$ cat config.mk
export PLATFORM = sky130hd
export DESIGN_NAME = rr_priority_encoder
export DESIGN_NICKNAME = d
export VERILOG_FILES = /design/src/rtl/rr_priority_encoder_pkg.sv /design/src/rtl/rr_priority_encoder_prio_pick.sv /design/src/rtl/rr_priority_encoder.sv
export SDC_FILE = /design/constraint.sdc
export NUM_CORES = 1
export LEC_CHECK = 0
export ABC_AREA = 1
export CORE_UTILIZATION = 40
export DETAILED_ROUTE_END_ITERATION = 12
export GPL_TIMING_DRIVEN = 0
export HOLD_SLACK_MARGIN = 0.1
export PLACE_DENSITY = 0.68
export RECOVER_POWER = 50
export SYNTH_ARGS = -nofsm -noshare
export SYNTH_HDL_FRONTEND = slang
export SYNTH_HIERARCHICAL = 1
export SYNTH_SLANG_ARGS = --single-unit
$ cat constraint.sdc
create_clock -name clk -period 2.77 [get_ports clk]
set_clock_uncertainty 0.15 [all_clocks]
set_input_delay 0.831 -clock clk [delete_from_list [all_inputs] [get_ports clk]]
set_output_delay 0.831 -clock clk [all_outputs]
set_load 0.01 [all_outputs]
$ cat src/rtl/rr_priority_encoder_pkg.sv
// Shared constants and width helper for the round-robin priority encoder.
package rr_priority_encoder_pkg;

    localparam int MODE_FIXED = 0;
    localparam int MODE_RR    = 1;

    // Index width with a floor of one bit so N=1-style corner widths never collapse to zero.
    function automatic int idx_width(input int n);
        return (n > 1) ? $clog2(n) : 1;
    endfunction

endpackage

$ cat src/rtl/rr_priority_encoder_prio_pick.sv
// Combinational lowest-set-bit picker: binary index, one-hot and any-set flag.
module prio_pick
    import rr_priority_encoder_pkg::*;
#(
    parameter int  N = 8,
    localparam int W = idx_width(N)
) (
    input  logic [N-1:0] req,
    output logic [W-1:0] idx,
    output logic [N-1:0] onehot,
    output logic         any
);

    // Two's-complement trick isolates the lowest set bit; zero input gives zero.
    assign onehot = req & (~req + N'(1));
    assign any    = |req;

    always_comb begin
        idx = '0;
        for (int i = N - 1; i >= 0; i--) begin
            if (req[i]) idx = W'(i);
        end
    end

endmodule

$ cat src/rtl/rr_priority_encoder.sv
// N-to-log2(N) encoder, fixed or round-robin priority, with a one-entry registered output.
module rr_priority_encoder
    import rr_priority_encoder_pkg::*;
#(
    parameter int  N    = 8,
    parameter int  MODE = MODE_RR,
    localparam int W    = idx_width(N)
) (
    input  logic         clk,
    input  logic         rst,
    input  logic         en,
    input  logic         in_valid,
    output logic         in_ready,
    input  logic [N-1:0] req,
    output logic         out_valid,
    input  logic         out_ready,
    output logic [W-1:0] out_idx,
    output logic [N-1:0] out_onehot,
    output logic         out_zero
);

    logic [W-1:0] ptr;
    logic [N-1:0] mask;
    logic [N-1:0] req_masked;
    logic [W-1:0] m_idx, u_idx, sel_idx;
    logic [N-1:0] m_oh, u_oh, sel_oh;
    logic         m_any, u_any;
    logic         accept;

    assign in_ready = en & (~out_valid | out_ready);
    assign accept   = in_valid & in_ready;

    // Bits at or above the pointer; ptr stays 0 in fixed mode so the mask is all ones.
    always_comb begin
        mask = '0;
        for (int i = 0; i < N; i++) begin
            mask[i] = (i >= int'(ptr));
        end
    end

    assign req_masked = req & mask;

    prio_pick #(.N(N)) u_pick_masked (
        .req    (req_masked),
        .idx    (m_idx),
        .onehot (m_oh),
        .any    (m_any)
    );

    prio_pick #(.N(N)) u_pick_full (
        .req    (req),
        .idx    (u_idx),
        .onehot (u_oh),
        .any    (u_any)
    );

    // No set bit at/above ptr means wrap to the lowest set bit overall.
    assign sel_idx = m_any ? m_idx : u_idx;
    assign sel_oh  = m_any ? m_oh  : u_oh;

    always_ff @(posedge clk or posedge rst) begin
        if (rst) begin
            ptr <= '0;
        end else if ((MODE == MODE_RR) && accept && u_any) begin
            ptr <= (sel_idx == W'(N - 1)) ? '0 : sel_idx + W'(1);
        end
    end

    always_ff @(posedge clk or posedge rst) begin
        if (rst) begin
            out_valid  <= 1'b0;
            out_idx    <= '0;
            out_onehot <= '0;
            out_zero   <= 1'b0;
        end else if (accept) begin
            out_valid  <= 1'b1;
            out_idx    <= sel_idx;
            out_onehot <= sel_oh;
            out_zero   <= ~u_any;
        end else if (out_ready) begin
            out_valid  <= 1'b0;
        end
    end

endmodule
# Word-level counts from Yosys, hierarchy flattened
# Cells that the tools add are included.
[classes]
n_mux = 21
magnitude_cmp = 7
addsub = 3
n_reduce_logical = 4
n_bitwise = 10
eq_ne = 1
[op_table]
columns = ["cell", "n"]
rows = [
  ["$mux W3", 18],
  ["$and A8 B8 Y8", 3],
  ["$add A8 B1 Y8 const B", 2],
  ["$not A8 Y8", 2],
  ["$reduce_or A8 Y1", 2],
  ["$ge A3 B3 Y1 const A", 3],
  ["$mux W8", 1],
  ["$ge A1 B3 Y1 const A", 2],
  ["$ge A2 B3 Y1 const A", 2],
  ["$add A3 B1 Y3 const B", 1],
  ["$eq A3 B3 Y1 const B", 1],
  ["$and A1 B1 Y1", 2],
  ["$mux W1", 2],
  ["$not A1 Y1", 2],
  ["$reduce_bool A2 Y1", 1],
  ["$logic_and A1 B1 Y1", 1],
  ["$or A1 B1 Y1", 1],
]
[word_totals]
in_bits = 13
register_bits = 16
wordCells = 51

# Depth between registers and ports, before layout
[logic_depth]
depth_word = 13
mapped_depth = 17
ltp_nobuf = 16

# Hierarchy
# The synthesis kept the hierarchy.
[by_module_without_submodules]
columns = ["module", "cells_per_inst", "area_per_inst_um2", "seq_area_each_um2", "instances"]
rows = [
  ["rr_priority_encoder", 111, 880.8, 400.4, 1],
  ["prio_pick", 36, 158.9, 0.0, 2],
]

# Worst setup path after synthesis
# No wires, ideal clock.
[synth_timing]
path_kind = "input port to flip-flop"
startpoint = "input req[5]"
endpoint = "register ptr[2]"
setup_ps = 116
stages = 13
slack_ps = 249
path_buffers = 1
arrival_time_ps = 2255
required_time_ps = 2504
path_cell_list = "and2_1 > nor2_2 > inv_1 > nor2_1 > nand2_1 > buf_2 > nand2_1 > and2_1 > inv_1 > ha_1 > ha_1 > nand2_1 > nand2_1"
[synth_via]
word_cells_on_any_way = 20
classes_between = "1 x add/sub; 1 x eq/ne; 14 x mux; 1 x bitwise; 3 x reduce/logical"
[synth_lines]
columns = ["item", "line_no", "source"]
rows = [
  ["start: declaration", "rr_priority_encoder.sv:14", "input logic [N-1:0] req,"],
  ["$and A8 B8 Y8 (*)", "rr_priority_encoder.sv:41", "assign req_masked = req & mask;"],
  ["$reduce_or A8 Y1 (*)", "rr_priority_encoder_prio_pick.sv:16", "assign any = |req;"],
  ["named net m_any", "rr_priority_encoder.sv:27", "logic m_any, u_any;"],
  ["$mux W3 (*)", "rr_priority_encoder.sv:58", "assign sel_idx = m_any ? m_idx : u_idx;"],
  ["named net sel_idx[1]", "rr_priority_encoder.sv:25", "logic [W-1:0] m_idx, u_idx, sel_idx;"],
  ["$add A3 B1 Y3 / $eq A3 B3 Y1 (equally long branches)", "rr_priority_encoder.sv:65", "ptr <= (sel_idx == W'(N - 1)) ? '0 : sel_idx + W'(1);"],
  ["$mux W3 (*)", "rr_priority_encoder.sv:65", ""],
  ["end signal: assignment", "rr_priority_encoder.sv:65", ""],
  ["end: declaration", "rr_priority_encoder.sv:22", "logic [W-1:0] ptr;"],
]
# Mark *: on every way through the listed nets, which the timed path passes. The rest lies on a longest branch.
# A chain may end at the register's enable or synchronous reset.

# Worst setup path after layout
[layout_timing]
startpoint = "input out_ready"
endpoint = "output in_ready"
[layout_via]
elab_chain_cells = 2
[layout_lines]
columns = ["item", "line_no", "source"]
rows = [
  ["start: declaration", "rr_priority_encoder.sv:16", "input logic out_ready,"],
  ["$or A1 B1 Y1", "rr_priority_encoder.sv:30", "assign in_ready = en & (~out_valid | out_ready);"],
  ["$and A1 B1 Y1", "rr_priority_encoder.sv:30", ""],
  ["end: declaration", "rr_priority_encoder.sv:13", "output logic in_ready,"],
]
# Every way passes these cells.

==> run_results.csv <==
group,metric,value,unit
place,gp_congestion,0.8682,
pwr,power_density,740.0,mW/mm^2
job,max_cap_violations,0,
hold_path,worst_hold_path_type,"flip-flop to flip-flop",
setup_path,crit_arrival,1.72,ns
synth,syn_avg_cell_area,6.550,sq um
global_route,antenna_found_initial,0,
timing,layout_setup_ws,0.06527,ns
synth,ys_types,23,
place,portBuffers,26,
setup_path,crit_chain,"clkdlybuf4s50_1, inv_1, a21boi_2, clkdlybuf4s15_1",
synth,syn_area,0.001199,sq mm
timing,max_freq,0.3697,GHz
timing,period_needed,2.705,ns
setup_path,cp_num_buf_inv,3,
setup_path,cp_top_family,"buffers and inverters",
pwr,p_sw_frac,0.3997,
setup_path,required,1.79,ns
timing,hold_viol_final,0,
setup_path,slowest_stage,"clkdlybuf4s50_1",
detailed_routing,routedWlPerCell,11.10,microns
die,fp.dieH,56.74,microns
die,die_w,56.74,microns
global_route,grt_max_degree,17,
synth,syn_nets,198,
synth,yosysTopAreaCell,"dfrtp_1",
global_route,grt-busiest-layer,"met2",
detailed_routing,num_vias,1175,
pwr,p_switching,464.1,uW
timing,drv_slew,0,
synth,ys_seq_area_frac,0.3340,
synth,synth_common_cells,"52 x nand2_1, 26 x nor2_1, 24 x inv_1",
detailed_routing,ant_nets,0,
detailed_routing,wirelength,2.741,mm
clocking,hold_buffers,0,
setup_path,worstSetupStartpointType,"input pin",
pwr,p_seq_frac,0.325,
synth,ys_async_sr_fraction,1.000,
synth,synth_top_flop_cell,"dfrtp_1",
place,placed_area,0.001498,sq mm
die,num_rows,19,
clocking,clock_path_buffers,2,
global_route,grtUsageMet3,0.02765,
cells_and_area,stdcell_area,0.001569,sq mm
detailed_routing,vias_per_cell,4.757,
setup_path,crit_path_end_kind,"primary output",
synth,synth_warnings,6,
place,hpwl,2.196,mm
timing,finalCritPeriodShare,0.9764,
pwr,p_leak,0.8220,nW
timing,setup_viol,0,
global_route,grtUsageMet1,0.2265,
detailed_routing,drc,0,
clocking,cts_tree,"built",
global_route,grt_pass1_vias,1052,
pwr,pwr-share-comb,0.541,
cells_and_area,diodes,0,
clocking,clock_sinks,16,
synth,synth-edff-count,0,
setup_path,critPathMaxStageDelay,0.45,ns
synth,synthMostInstantiatedCell,"nand2_1",
cells_and_area,syn2layout_area_growth,30.90,%
clocking,clk_pin_slew_worst_paths,0.10,ns
synth,synth-seq-cells,16,
die,ios,27,
pwr,p_int,697.0,uW
clocking,clkLatencyLatePin,0.29,ns
pwr,ir_worst_vdd,0.0002552,V
global_route,grt_pass1_wl,4.554,mm
cells_and_area,nets,232,
global_route,met2_usage,0.3146,
clocking,ctsHtreeMaxLevel,1,
cells_and_area,multi_input_area,668.1,sq um
cells_and_area,layout-drive-gt1-share,0.1667,
timing,slew_headroom,0.5928,
synth,ys_top_cells_by_area,"dfrtp_1 33%, nand2_1 16%, nor2_1 8.1%",
pwr,p_total,1.161,mW
detailed_routing,first_pass_iters,4,
clocking,cts_buffers,3,
detailed_routing,first_iter_violations,31,
setup_path,worstPathMaxFanout,2,
global_route,grt_use_total,0.1853,
setup_path,worstSetupPathType,"input pin to primary output",
die,dieArea,0.003219,sq mm
pwr,clkPwrFrac,0.135,
synth,synth_top_area_frac,0.3340,
die,coreArea,0.002805,sq mm
cells_and_area,fillCellCount,295,
global_route,grt_overflow,0,
clocking,cts-root-buf,"clkbuf_4",
cells_and_area,ff_latch_area,400.4,sq um
die,start_util,0.4273,
timing,tightest_slew,0.6101,ns
place,post-place-ws,-0.5310,ns
synth,netlist_instances,183,
outcome,status,"finished clean",
-- cells by family after synthesis --
family / count (synthesis) / synth area share
compound gates: 26 / 0.1138
fa+ha+maj: 2 / 0.02087
buf+inv: 32 / 0.1232
flops: 16 / 0.3340
simple gates: 107 / 0.4081
-- power by group through the flow --
stage,registers [mW],clock network [mW],logic (mW)
2_1_floorplan,0.397,0,0.346
3_3_place_gp,0.373,0,0.574
3_5_place_dp,0.377,0,0.587
4_1_cts,0.377,0.160,0.601
5_1_grt,0.389,0.170,0.704
6_report,0.377,0.156,0.628
-- path summary, 6_finish.rpt --
kind                                 endpoint  cells past startpoint       start  slack (ns)
worst max-delay path                 in_ready                      4   out_ready        0.07
min in group asynchronous           out_valid                      2         rst        0.89
worst min-delay path               out_idx[0]                      2  out_idx[0]        0.34
worst max register to register         ptr[2]                     14      ptr[2]        0.24
worst min register to register     out_idx[0]                      2  out_idx[0]        0.34
max in group asynchronous       out_onehot[5]                      2         rst        1.19
-- state kept, by name (all words and copies together) (netlist names) --
register / cells
out_idx: 3
out_onehot: 8
out_valid: 1
out_zero: 1
ptr: 3
-- layer usage --
metal | share of wire | up-vias
li1 | - | 629
met1 | 0.48 | 519
met2 | 0.47 | 22
met3 | 0.026 | 5
met4 | 0.023 | 0
met5 | 0 | -
-- layout make-up --
| class | count | area share |
|---|---|---|
| Timing Repair Buffer | 29 | 0.1778 |
| Sequential cell | 16 | 0.2552 |
| Tap cell | 31 | 0.02472 |
| Inverter | 26 | 0.06220 |
| Clock buffer | 4 | 0.02313 |
| Multi-Input combinational cell | 135 | 0.4258 |
| Buffer | 6 | 0.03110 |
-- worst reg2reg max path, stage by stage (launching register included) --
cell and delay, ns:
dfrtp_1 0.49, nand2_1 0.13, o21ai_0 0.16, inv_1 0.06, or2_1 0.25, nor2_2 0.16
nand2_2 0.08, buf_4 0.16, nand2_1 0.06, and2_4 0.14, inv_1 0.04, ha_1 0.18
ha_1 0.27, nand2_1 0.06, nand2_1 0.05
-- stage by stage --
step,hold WS [ns],cells,TNS [ns],utilization
floorplan,0.3341,183,0,-
global placement,0.3128,240,-1.569,0.5339
detailed placement,0.3197,240,-2.127,0.5339
CTS,0.3457,245,0,0.5544
global route,0.3587,247,-0.02596,0.5593
finish,0.3394,247,0,0.5593
-- placed cells by master, fill, tap and decap left out, types with 6 or more instances in the layout --
cell type	netlist	final
nand2_1	52	51
inv_1	24	24
nor2_1	26	22
dfrtp_1	16	16
clkdlybuf4s50_1	0	11
o21ai_0	10	10
or2_1	9	9
o21ai_1	9	9
nor2_2	4	7
dlygate4sd2_1	0	7
buf_4	3	6
-- timing repair --
item | CTS | global route
endpoints found under the hold margin | 0 | 0
gates resized for setup | 17 | 5
pin swaps | 2 | 2
setup buffers | 1 | 2
setup endpoints to repair | 4 | 2
(Power assumes the default switching activity.)
